===== src/rtl/pwm_gen_multi_pkg.sv =====
// pwm_pkg: shared types and default sizes for the multi-channel PWM generator.
//   mode_e  : edge-aligned (sawtooth) or center-aligned (up/down) counting
//   dir_e   : counter direction, only meaningful in center mode
//   NCH_DEF : default number of channels
//   CW_DEF  : default counter/period/duty width
package pwm_pkg;

  typedef enum logic {PWM_EDGE, PWM_CENTER} mode_e;
  typedef enum logic {UP, DOWN} dir_e;

  localparam int NCH_DEF = 4;
  localparam int CW_DEF  = 8;

endpackage


===== src/rtl/pwm_gen_multi_if.sv =====
// pwm_gen_multi_if: valid/ready configuration port of pwm_gen_multi.
//   cfg_valid  : master requests a new period/duty/mode set
//   cfg_ready  : slave can take a request (no config pending)
//   cfg_period : period terminal value P
//   cfg_duty   : per-channel duty, channel i at [i*CW +: CW]
//   cfg_center : 0 = edge-aligned, 1 = center-aligned
// Modports: master (drives the request), slave (the PWM block).
interface pwm_gen_multi_if
  import pwm_pkg::*;
#(
  parameter int NCH = NCH_DEF,
  parameter int CW  = CW_DEF
);

  logic              cfg_valid;
  logic              cfg_ready;
  logic [CW-1:0]     cfg_period;
  logic [NCH*CW-1:0] cfg_duty;
  logic              cfg_center;

  modport master (
    output cfg_valid, cfg_period, cfg_duty, cfg_center,
    input  cfg_ready
  );

  modport slave (
    input  cfg_valid, cfg_period, cfg_duty, cfg_center,
    output cfg_ready
  );

endinterface


===== src/rtl/pwm_gen_multi_cmp_ch.sv =====
// pwm_cmp_ch: one PWM channel - duty compare against the shared counter and
// the registered output flop.
//   clk, rstn : clock, synchronous active-low reset
//   en        : run enable; output is idle while low
//   cnt       : shared period counter
//   duty      : this channel's active duty
//   pol       : output polarity (only when PWM_POL_EN is defined)
//   pwm       : registered PWM output
// Optional feature macro: PWM_POL_EN (adds pol; idle level becomes pol).
module pwm_cmp_ch
  import pwm_pkg::*;
#(
  parameter int CW = CW_DEF
) (
  input  logic          clk,
  input  logic          rstn,
  input  logic          en,
  input  logic [CW-1:0] cnt,
  input  logic [CW-1:0] duty,
`ifdef PWM_POL_EN
  input  logic          pol,
`endif
  output logic          pwm
);

  logic active;

  // Unsigned compare: duty 0 never matches, duty above the counter's reach
  // always matches, which gives the constant-low/high corner cases for free.
  assign active = en && (cnt < duty);

  // Reset wins over polarity, so the output is 0 in reset regardless of pol.
  always_ff @(posedge clk) begin
    if (!rstn) begin
      pwm <= 1'b0;
    end else begin
`ifdef PWM_POL_EN
      pwm <= active ^ pol;
`else
      pwm <= active;
`endif
    end
  end

endmodule


===== src/rtl/pwm_gen_multi.sv =====
// pwm_gen_multi: multi-channel runtime-programmable PWM generator.
// One shared period counter (edge or center aligned) feeds NCH compare
// channels. New period/duty/mode values are taken through a valid/ready port
// into shadow registers and only become active at a period boundary.
//   clk, rstn    : clock, synchronous active-low reset
//   en           : run enable (low = counter parked at 0, outputs idle)
//   cfg          : config port (pwm_gen_multi_if.slave)
//   pol          : per-channel polarity (only when PWM_POL_EN is defined)
//   pwm          : registered PWM outputs
//   period_start : one-cycle pulse aligned with the first pwm cycle of a period
//   cnt          : current counter value
// Optional feature macro: PWM_POL_EN.
module pwm_gen_multi
  import pwm_pkg::*;
#(
  parameter int NCH        = NCH_DEF,
  parameter int CW         = CW_DEF,
  parameter int PERIOD_RST = 99,
  parameter int DUTY_RST   = 25
) (
  input  logic            clk,
  input  logic            rstn,
  input  logic            en,
`ifdef PWM_POL_EN
  input  logic [NCH-1:0]  pol,
`endif
  pwm_gen_multi_if.slave  cfg,
  output logic [NCH-1:0]  pwm,
  output logic            period_start,
  output logic [CW-1:0]   cnt
);

  localparam logic [CW-1:0]     PERIOD_INIT = CW'(PERIOD_RST);
  localparam logic [NCH*CW-1:0] DUTY_INIT   = {NCH{CW'(DUTY_RST)}};

  dir_e              dir;
  mode_e             act_mode, shd_mode;
  logic [CW-1:0]     act_period, shd_period;
  logic [NCH*CW-1:0] act_duty, shd_duty;
  logic              pending;
  logic              boundary;

  assign cfg.cfg_ready = !pending;

  // Last cycle of the current period. In center mode with P==1 there is no
  // downward leg, so the single cnt==1 cycle is itself the boundary.
  always_comb begin
    boundary = 1'b0;
    if (!en || act_period == '0) begin
      boundary = 1'b1;
    end else if (act_mode == PWM_EDGE) begin
      boundary = (cnt == act_period);
    end else begin
      boundary = (cnt == CW'(1)) && (dir == DOWN || act_period == CW'(1));
    end
  end

  // Counter, direction, config handshake and shadow/active registers.
  // Accept requires pending==0 and apply requires pending==1, so a request
  // accepted in a boundary cycle waits for the following boundary.
  always_ff @(posedge clk) begin
    if (!rstn) begin
      cnt          <= '0;
      dir          <= UP;
      period_start <= 1'b0;
      pending      <= 1'b0;
      act_mode     <= PWM_EDGE;
      act_period   <= PERIOD_INIT;
      act_duty     <= DUTY_INIT;
      shd_mode     <= PWM_EDGE;
      shd_period   <= PERIOD_INIT;
      shd_duty     <= DUTY_INIT;
    end else begin
      if (cfg.cfg_valid && !pending) begin
        shd_period <= cfg.cfg_period;
        shd_duty   <= cfg.cfg_duty;
        shd_mode   <= cfg.cfg_center ? PWM_CENTER : PWM_EDGE;
        pending    <= 1'b1;
      end
      if (boundary && pending) begin
        act_period <= shd_period;
        act_duty   <= shd_duty;
        act_mode   <= shd_mode;
        pending    <= 1'b0;
      end

      if (boundary) begin
        cnt <= '0;
        dir <= UP;
      end else if (act_mode == PWM_EDGE) begin
        cnt <= cnt + 1'b1;
      end else if (dir == UP) begin
        if (cnt == act_period) begin
          dir <= DOWN;
          cnt <= cnt - 1'b1;
        end else begin
          cnt <= cnt + 1'b1;
        end
      end else begin
        cnt <= cnt - 1'b1;
      end

      period_start <= en && (cnt == '0);
    end
  end

  for (genvar i = 0; i < NCH; i++) begin : g_ch
    pwm_cmp_ch #(.CW(CW)) u_ch (
      .clk  (clk),
      .rstn (rstn),
      .en   (en),
      .cnt  (cnt),
      .duty (act_duty[i*CW +: CW]),
`ifdef PWM_POL_EN
      .pol  (pol[i]),
`endif
      .pwm  (pwm[i])
    );
  end

endmodule


===== src/flat_wrapper.sv =====
// flat-port wrapper written by rule: the top's interface ports become plain ports
module pwm_gen_multi_flat import pwm_pkg::*;
#(
  parameter int NCH        = NCH_DEF,
  parameter int CW         = CW_DEF,
  parameter int PERIOD_RST = 99,
  parameter int DUTY_RST   = 25
)
  (clk, rstn, en, pwm, period_start, cnt, cfg_cfg_valid, cfg_cfg_period, cfg_cfg_duty, cfg_cfg_center, cfg_cfg_ready);
  pwm_gen_multi_if #(.NCH(NCH), .CW(CW)) cfg_i ();
  input  logic clk;
  input  logic rstn;
  input  logic en;
  output logic [NCH-1:0] pwm;
  output logic period_start;
  output logic [CW-1:0] cnt;
  input wire logic [$bits(cfg_i.cfg_valid)-1:0] cfg_cfg_valid;
  input wire logic [$bits(cfg_i.cfg_period)-1:0] cfg_cfg_period;
  input wire logic [$bits(cfg_i.cfg_duty)-1:0] cfg_cfg_duty;
  input wire logic [$bits(cfg_i.cfg_center)-1:0] cfg_cfg_center;
  output wire logic [$bits(cfg_i.cfg_ready)-1:0] cfg_cfg_ready;
  assign cfg_i.cfg_valid = cfg_cfg_valid;
  assign cfg_i.cfg_period = cfg_cfg_period;
  assign cfg_i.cfg_duty = cfg_cfg_duty;
  assign cfg_i.cfg_center = cfg_cfg_center;
  assign cfg_cfg_ready = cfg_i.cfg_ready;
  pwm_gen_multi #(.NCH(NCH), .CW(CW), .PERIOD_RST(PERIOD_RST), .DUTY_RST(DUTY_RST)) u_core (.clk(clk), .rstn(rstn), .en(en), .cfg(cfg_i), .pwm(pwm), .period_start(period_start), .cnt(cnt));
endmodule

===== config.mk =====
export PLATFORM = sky130hd
export DESIGN_NAME = pwm_gen_multi_flat
export DESIGN_NICKNAME = d
export VERILOG_FILES = /design/src/rtl/pwm_gen_multi_pkg.sv /design/src/rtl/pwm_gen_multi_if.sv /design/src/rtl/pwm_gen_multi_cmp_ch.sv /design/src/rtl/pwm_gen_multi.sv /design/src/flat_wrapper.sv
export SDC_FILE = /design/constraint.sdc
export NUM_CORES = 1
export LEC_CHECK = 0
export CORE_MARGIN = 5
export CORE_UTILIZATION = 30
export DETAILED_ROUTE_END_ITERATION = 12
export PLACE_DENSITY_LB_ADDON = 0.25
export SLEW_MARGIN = 0
export SYNTH_ARGS = -nofsm -noshare
export SYNTH_HDL_FRONTEND = slang
export SYNTH_HIERARCHICAL = 1
export SYNTH_SLANG_ARGS = --single-unit

===== constraint.sdc =====
create_clock -name clk -period 2.6 [get_ports clk]
set_clock_uncertainty 0.1 [all_clocks]
set_input_delay 0.78 -clock clk [delete_from_list [all_inputs] [get_ports clk]]
set_output_delay 0.78 -clock clk [all_outputs]
set_load 0.03 [all_outputs]

==> flow_metrics.py, run 1 <==
metrics = {
    "global_routing": {
        "grt_pass1_vias": 3932,
        "track_usage_pct": 13.4,
        "grt_max_degree": 66,
        "grt_pass1_wl_mm": 19.8,
        "overflow": 0,
        "antenna_found_initial": 0,
    },
    "sta": {
        "fin_ws_ns": 0.105,
        "drv_slew": 0,
        "slew_headroom_pct": 54.8,
        "timing.final.crit_share_pct": 96.0,
        "setup_tns_ns": 0,
        "tightest_slew_ns": 0.678,
        "period_needed_ns": 2.50,
        "hold_viol_final": 0,
        "setup_violations": 0,
        "fmax_ghz": 0.401,
        "rsz0062_at_grt": "false",
    },
    "floorplanning": {
        "die_area_mm2": 0.0185,
        "core_mm2": 0.0157,
        "fp-row-count": 46,
        "die_h_um": 136,
        "ios": 59,
        "start_util_pct": 30.3,
        "die_w_um": 136,
    },
    "logic_synthesis": {
        "synthArstFlopShare_pct": 0,
        "syn_area_mm2": 0.00477,
        "ys_types": 45,
        "netlist_instances": 543,
        "yosysMostFrequentCell": "nand2_1",
        "avgSynthCellArea_um2": 8.78,
        "syn-num-nets": 620,
        "synth_area_leaders": "dfxtp_1, nand2_1, ha_1",
        "ys_top_cells_by_count": "nand2_1, dfxtp_1, ha_1",
        "yosysSeqAreaShare_pct": 40.7,
        "synth_flop_cell": "dfxtp_1",
        "synth_edf_count": 0,
        "yosys_register_bits": 97,
        "ys_warn_count": 6,
        "synth_top_cell_by_area": "dfxtp_1",
        "synth_top_area_share_pct": 40.7,
    },
    "critical_path": {
        "end_kind": "output pin",
        "rrSetupSlack_ns": 0.23,
        "reg2reg_from": "u_core/cnt[5]",
        "cp_top_family": "buffers and inverters",
        "path_cells": "clkdlybuf4s50_1",
        "startpoint_type": "register",
        "critical_path_class": "reg -> out",
        "required_ns": 1.72,
        "cp_slowest_cell": "clkdlybuf4s50_1",
        "r2r_cells": 9,
        "path_max_fanout": 6,
        "r2r-end": "u_core/act_duty[10]",
        "arrival_ns": 1.62,
        "critPathBufInv": 1,
        "cpPeakStageDelay_ns": 0.75,
    },
    "placement": {
        "dp_hpwl_mm": 8.64,
        "finalWeightedCongestion": 0.868,
        "post-place-ws_ns": 0.175,
        "io_buffer_count": 58,
    },
    "clock_network": {
        "cts_hold_buf": 0,
        "post_cts_buffers": 0,
        "h-tree-depth": 3,
        "cts_tree": "yes",
        "clk_pin_slew_ns": 0.06,
        "cts.sinks": 97,
        "cts-root-buf": "clkbuf_16",
        "cts-buffers-inserted": 9,
        "clockBufferDepth": 2,
        "clock_latency_ns": 0.34,
    },
    "power_and_ir_drop": {
        "p_leak_nw": 2.41,
        "power_density_mw_per_mm2": 547,
        "peakVddDrop_v": 0.000302,
    },
    "min_path": {
        "hold_depth": 2,
        "min-delay-start": "u_core/shd_duty[21]",
        "hp-class": "reg -> reg",
        "hold_end": "u_core/act_duty[21]",
    },
    "final_layout": {
        "drive_above_1_share_pct": 13.8,
        "area_growth_pct": 25.5,
        "final.fill_count": 1562,
        "diodes": 0,
        "fin_nets": 679,
    },
    "drt": {
        "vias_per_cell": 4.66,
        "drtIter0Drc": 288,
        "wl_per_cell_um": 14.2,
        "drt_first_pass_iters": 5,
        "postRouteAntennaNets": 0,
        "wirelength_mm": 11.7,
        "drc": 0,
        "num_vias": 3838,
    },
    "outcome": {
        "status": "finished, final reports clean",
    },
    "run": {
        "maxCapViolCount": 0,
    },
}
-- per-stage QoR --
stage | instance area (µm²) | std cells | utilization [%] | total power (W) | hold WS, ns
finish | 5980 | 823 | 38.1 | 0.00327 | 0.351
floorplan | 4770 | 543 | - | 0.00182 | 0.329
global route | 5980 | 823 | 38.1 | 0.00344 | 0.377
detailed placement | 5680 | 807 | 36.2 | 0.00198 | 0.347
global placement | 5680 | 807 | 36.2 | 0.00198 | 0.345
CTS | 5970 | 823 | 38.0 | 0.00333 | 0.357
-- what timing repair did --
action	4_1_cts	5_1_grt
resized for setup	3	2
pin swaps	0	0
setup endpoints to repair	3	2
-- how the worst max path moves through the flow --
stage	start	to	cells after the start
2_1_floorplan	u_core/cnt[1]	u_core/act_mode	11
3_3_place_gp	en	u_core/act_duty[10]	7
3_5_place_dp	en	u_core/cnt[7]	5
4_1_cts	u_core/cnt[5]	cnt[5]	1
5_1_grt	u_core/cnt[2]	cnt[2]	1
6_report	u_core/cnt[2]	cnt[2]	1
-- cell type report --
| cell class | count | area [µm²] | area share [%] |
|---|---|---|---|
| Clock buffer | 11 | 233 | 3.89 |
| Clock inverter | 5 | 62.6 | 1.05 |
| Inverter | 31 | 116 | 1.95 |
| Multi-Input combinational cell | 380 | 2520 | 42.2 |
| Sequential cell | 97 | 1940 | 32.5 |
| Tap cell | 216 | 270 | 4.52 |
| Timing Repair Buffer | 83 | 831 | 13.9 |
-- cell families after synthesis --
| family | share of synthesized area [%] |
|---|---|
| simple gates | 24.5 |
| compound gates | 14.0 |
| mux | 4.20 |
| xor+xnor | 1.65 |
| fa+ha+maj | 8.40 |
| buf+inv | 6.51 |
| flops | 40.7 |
-- per-layer routing --
layer  vias to the layer above  part of all wire (%)  global-route usage [%]
li1                       1982                     -                       -
met1                      1760                    48                    18.0
met2                        88                    46                    21.7
met3                         8                   4.9                    3.52
met4                         0                  0.72                    3.02
met5                         -                     0                       0
-- power by group --
part           leakage (nW)  switching [W]  internal [W]
Combinational          1.48       0.000181      0.000170
Sequential            0.793      0.0000440       0.00155
Clock                 0.137       0.000572      0.000754
Total                  2.41       0.000796       0.00247
-- flip-flops by register name, summed over array words and instances (netlist names) --
register              count
u_core/act_mode           1
u_core/period_start       1
u_core/act_duty          32
u_core/g_ch.u_ch/pwm      4
u_core/shd_mode           1
u_core/cnt                8
u_core/dir                1
u_core/shd_duty          32
u_core/pending            1
u_core/act_period         8
u_core/shd_period         8
-- worst register-to-register path, stage by stage (launching register included) --
cell     delay (ns)
dfxtp_1        0.44
buf_4          0.22
nor4_4         0.37
nand2_1        0.13
a22oi_2        0.37
o21ai_4        0.11
buf_12         0.18
buf_12         0.18
nand3_1        0.11
o21ai_2        0.06
-- cell usage in the layout, fill, tap and decap left out, drive strengths merged, types with 2 or more instances in the layout --
master and instances:
or3b 4, nor3 9, o2111ai 4, nand2 138
a21oi 3, a31oi 4, ha 32, a2111oi 5
xnor2 9, or3 2, nor4 5, or2 2
inv 33, mux2i 20, nand3 47, clkbuf 11
nor3b 2, o21a 7, nor2 9, a21boi 25
o211ai 4, dlymetal6s2s 2, a211oi 4, dlygate4sd2 2
buf 26, clkinvlp 2, and3 2, clkdlybuf4s50 53
dfxtp 97, nand4 5, o21ai 28
(Power assumes the default switching activity.)
==> run 2: changes to the inputs <==
SLEW_MARGIN = 20   (was 0)
==> results of run 2 <==
No change in the layout: final DEF, timing and power equal those of run 1.
==> variant 1 (config.mk and constraints of run 1) <==
The package constant `NCH_DEF` goes from 4 to 6.
--- a/src/rtl/pwm_gen_multi_pkg.sv
+++ b/src/rtl/pwm_gen_multi_pkg.sv
@@ -10,3 +10,3 @@
 
-  localparam int NCH_DEF = 4;
+  localparam int NCH_DEF = 6;
   localparam int CW_DEF  = 8;
Interface: changed (resized cfg_cfg_duty and pwm); port bits go from 59 to 77. No check against the original RTL was run, so the function may have changed too.
==> variant 1 against run 1 <==
Power increased by 55%; wire length increased by 29%; synthesized area increased by 28%; design area increased by 32%; sequential cell count increased by 34; setup slack got worse by 0.0091 ns; clock power increased by 86%; non-clock buffer count increased by 20; fmax decreased by 0.37%; highest routed layer unchanged.
==> variant 1: results (changes against run 1) <==
| Metric | Value |
|---|---|
| Outcome | completed |
| Leak | 3.26 nW (+36%) |
| Yosys reg bits | 131 (+35%) |
| Vias/cell | 4.64 (-0.59%) |
| Latest clock arrival within the worst-skew pair | 0.42 ns (+0.08 ns) |
| Met1 usage | 17.4% (-0.64 points) |
| # clk buffers | 21 (+10) |
| Critical Path Fanout Max | 4 (-2) |
| Final Cell Area | 7920 sq um (+32%) |
| Hold path endpoint | u_core/act_duty[17]$_SDFFE_PN0P_ |
| Reg2reg end | u_core/act_duty[23]$_SDFFE_PN0P_ |
| Clk. pwr | 2.48 mW (+86%) |
| Distinct cells, synth | 42 (-6.7%) |
| Placed Cells | 1053 (+30%) |
| Multi-input gates | 501 (+32%) |
| WHS | 0.357 ns (+0.00597 ns) |
| Inverters | 48 (+55%) |
| Combinational group power | 0.451 mW (+28%) |
| Registers with the most flip-flops | u_core/act_duty: 48 flops, u_core/shd_duty: 48 flops |
| NumNets Final | 909 (+34%) |
| # fillers | 2067 (+32%) |
| Hold Crit Start | u_core/shd_duty[17]$_SDFFE_PN0P_ |
| H-Tree Depth | 4 (+1) |
| Mapped Avg Cell Area | 8.44 sq um (-3.8%) |
| Detailed Place HPWL | 10700 microns (+24%) |
| Met3 Routed Length | 499 microns (-13%) |
| NetSw | 1.18 mW (+48%) |
| Total power | 5.08 mW (+55%) |
| Gpl congestion | 0.784 (-9.7%) |
| Top post-synthesis cells by count | 191 x nand2_1, 131 x dfxtp_1, 61 x nand3_1, 48 x inv_1, 46 x ha_1 |
| First-pass GRT wire length | 25400 microns (+28%) |
| Vias in the first global route | 5036 (+28%) |
| GR Util met2 | 21.6% (-0.061 points) |
| Reg-to-reg startpoint | u_core/cnt[0]$_SDFF_PP0_ |
| Share of cells above drive strength 1 | 9.08% (-4.8 points) |
| Number of buffers outside the clock class in the layout | 103 (+24%) |
| Critical Path End | cfg_cfg_ready |
| Critical Path Source | u_core/pending$_SDFFE_PP0P_ |
| Worst slack at placement | 0.138 ns (-0.0372 ns) |
| Seq/total area | 33.1% (+0.63 points) |
| Worst vdd ir | 0.341 mV (+13%) |
| Syn_nets | 830 (+34%) |
| Max incr delay on CP | 0.61 ns (-0.14 ns) |
| Met1 Wirelength | 7210 microns (+28%) |
| DR pass1 iterations | 4 (-1) |
| Num CTS Buffers | 17 (+8) |
| Total Routed Length | 15000 microns (+29%) |
| PortBufs | 76 (+31%) |
| Placed inst area | 7300 sq um (+28%) |
| Register area share after synthesis | 43.0% (+2.2 points) |
| Ranking of synthesized cells by area | dfxtp_1 43%, nand2_1 12%, ha_1 9.4% |
| Final Worst Setup Slack | 0.0956 ns (-0.00915 ns) |
| Initial DRC count | 235 (-18%) |
| Routed wl met2 | 7030 microns (+31%) |
| Slew @ Worst Pin | 0.517 ns (-0.161 ns) |
| Largest net degree at the start of global routing | 78 (+18%) |
## variant 1: logic make-up (layout without fill, tap and decap cells)
family                   count (synthesis)  in the layout  synth area share [%]
XOR/XNOR                                 9              9                  1.29
adder cells (fa/ha/maj)                 46             46                  9.43
flip-flops                             131            131                  43.0
AO/OA/AOI/OAI                          125            125                  14.7
buffers and inverters                   91            183                  6.23
multiplexers                            24             24                  3.94
AND/OR/NAND/NOR                        297            297                  21.5
## variant 1: worst register-to-register path, delay by kind of cell, from the launching register on
kind                   cells  cell delay [ns]
XOR/XNOR                   1             0.14
AND/OR/NAND/NOR            3             0.70
buffers and inverters      3             0.63
AO/OA/AOI/OAI              2             0.20
flip-flops                 1             0.48
## variant 1: timing repair
item | 4_1_cts | 5_1_grt
gates cloned | 0 | 0
pin swaps | 0 | 0
endpoints found under the hold margin | 0 | 0
hold buffers | 0 | 0
setup buffers | 0 | 0
endpoints found under the setup margin | 7 | 2
gates resized for setup | 7 | 2
==> variant 2 (flow settings as in run 1) <==
Made on the original files. Reset style: asynchronous (`rstn`), changed in 2 clocked blocks. Comments in the files are not updated.
--- a/src/rtl/pwm_gen_multi_cmp_ch.sv
+++ b/src/rtl/pwm_gen_multi_cmp_ch.sv
@@ -32,3 +32,3 @@
   // Reset wins over polarity, so the output is 0 in reset regardless of pol.
-  always_ff @(posedge clk) begin
+  always_ff @(posedge clk or negedge rstn) begin
     if (!rstn) begin
--- a/src/rtl/pwm_gen_multi.sv
+++ b/src/rtl/pwm_gen_multi.sv
@@ -60,3 +60,3 @@
   // accepted in a boundary cycle waits for the following boundary.
-  always_ff @(posedge clk) begin
+  always_ff @(posedge clk or negedge rstn) begin
     if (!rstn) begin
Formal check against the unedited RTL: differs if rstn is asserted again (counterexample within 4 cycles, from zero or initial values and one cycle with rstn low); with rstn held inactive, the same outputs for 10 cycles.
==> variant 2 against run 1 <==
Fmax up 1.2%; wire length down 9.3%; synthesized area up 5.1%; sequential cell count unchanged; design area up 4.4%; worst hold slack worse by 0.082 ns; setup slack better by 0.030 ns; synthesized cell count down 30%; critical path type unchanged; critical endpoint is now cnt[4].
Power is not compared: it rests on default switching activity, and its combinational part moved more than twofold at a synthesized area within 25%.
==> variant 2: results (changes against run 1) <==
| Metric | Value |
|---|---|
| Register area share after synthesis | 49.2% (+8.5 points) |
| Vias in the first global route | 3461 (-12%) |
| Ranking of synthesized cells by area | dfrtp_1 32%, dfstp_2 17%, mux2_4 12% |
| Gpl congestion | 0.872 (+0.43%) |
| Reg-to-reg startpoint | u_core/act_period[4]$_DFFE_PN0P_ |
| All-Layer GR Usage | 11.5% (-1.9 points) |
| Reg2reg end | u_core/act_duty[13]$_DFFE_PN0P_ |
| First-pass GRT wire length | 17900 microns (-9.4%) |
| Share of cells above drive strength 1 | 35.6% (+22 points) |
| Leak | 2.85 nW |
| Critical Path Fanout Max | 5 (-1) |
| Most used flip-flop cell after synthesis | dfrtp_1 |
| Ys async rst share | 100% (+100 points) |
| Worst slack at placement | -0.0337 ns (-0.209 ns) |
| Via count | 3097 (-19%) |
| Relative slew slack | 69.3% (+14 points) |
| DR pass1 iterations | 4 (-1) |
| Detailed Place HPWL | 7680 microns (-11%) |
| Outcome | completed |
| YS warnings | 6 (unchanged) |
| Worst min path class | in -> async |
| Initial DRC count | 71 (-75%) |
| Top post-synthesis cells by count | 65 x dfrtp_1, 42 x mux2_2, 40 x mux2_4 |
| Worst Reg2Reg Path Length in Cells | 7 (-2) |
| R2R setup slack | 0.21 ns (-0.02 ns) |
| Largest net degree at the start of global routing | 43 (-35%) |
| Critical Path AT | 1.59 ns (-0.03 ns) |
| Wire per inst | 15.5 microns (+9.2%) |
| Internal | 4.10 mW |
| H-Tree Depth | 3 (unchanged) |
## variant 2: cell count changes after synthesis, moves of 15 or more
cell	change
dfrtp_1	+65
a21boi_0	-25
dfstp_2	+32
mux2_2	+42
mux2i_1	-16
clkbuf_1	-15
o21ai_1	-15
nand3_2	-24
mux2_4	+40
nand2_1	-129
dfxtp_1	-97
nand3_1	-16
## variant 2: power groups by stage
stage	logic (mW)	registers [mW]	clock network (mW)
floorplan	1.47	2.54	0
global placement	1.85	2.62	0
detailed placement	1.93	2.62	0
CTS	1.94	2.61	1.36
global route	2.13	2.67	1.42
finish	1.91	2.59	1.30
## variant 2: cells by family (layout without fill, tap and decap cells)
kind of cell	count (synthesis)	after routing	share of synthesized area, %
AND/OR/NAND/NOR	74	74	8.44
buffers and inverters	45	128	5.22
flip-flops	97	97	49.2
AO/OA/AOI/OAI	38	38	5.32
XOR/XNOR	9	9	1.57
multiplexers	86	86	22.2
adder cells (fa/ha/maj)	32	32	7.99
## variant 2: how the worst max path moves through the flow
stage               slack, ns                     from                                to
floorplan                0.25  u_core/cnt[0]$_DFF_PN0_   u_core/act_duty[10]$_DFFE_PN0P_
global placement        -0.01                       en  u_core/act_period[3]$_DFFE_PN0P_
detailed placement      -0.03                       en  u_core/act_period[3]$_DFFE_PN0P_
CTS                      0.10  u_core/cnt[1]$_DFF_PN0_                            cnt[1]
global route             0.08  u_core/cnt[4]$_DFF_PN0_                            cnt[4]
finish                   0.13  u_core/cnt[4]$_DFF_PN0_                            cnt[4]
## variant 2: per-layer routing
| metal | up-vias | wire [microns] | track usage [%] |
|---|---|---|---|
| met5 | - | 0 | 0 |
| met4 | 0 | 180 | 4.02 |
| met3 | 16 | 388 | 3.22 |
| met2 | 54 | 4940 | 18.3 |
| met1 | 1537 | 5070 | 15.2 |
| li1 | 1490 | - | - |
## variant 2: cell type report
class | instances | area [sq um]
Fill cell | 1610 | 10200
Sequential cell | 97 | 2470
Multi-Input combinational cell | 239 | 2290
Timing Repair Buffer | 80 | 801
Tap cell | 220 | 275
Clock buffer | 11 | 233
Inverter | 32 | 120
Clock inverter | 5 | 56.3
## variant 2: metrics by stage
| step | util [%] | instance area, sq um | std cells | hold slack [ns] |
|---|---|---|---|---|
| final | 37.9 | 6240 | 684 | 0.269 |
| after global placement | 36.2 | 5960 | 668 | 0.391 |
| after CTS | 37.9 | 6240 | 684 | 0.265 |
| after global routing | 37.9 | 6240 | 684 | 0.287 |
| after floorplan | - | 5010 | 381 | 0.378 |
| after detailed placement | 36.2 | 5960 | 668 | 0.393 |
## variant 2: timing repair
item | in CTS | in global routing
hold buffers | 0 | 0
gates resized for setup | 5 | 0
setup endpoints to repair | 5 | 0
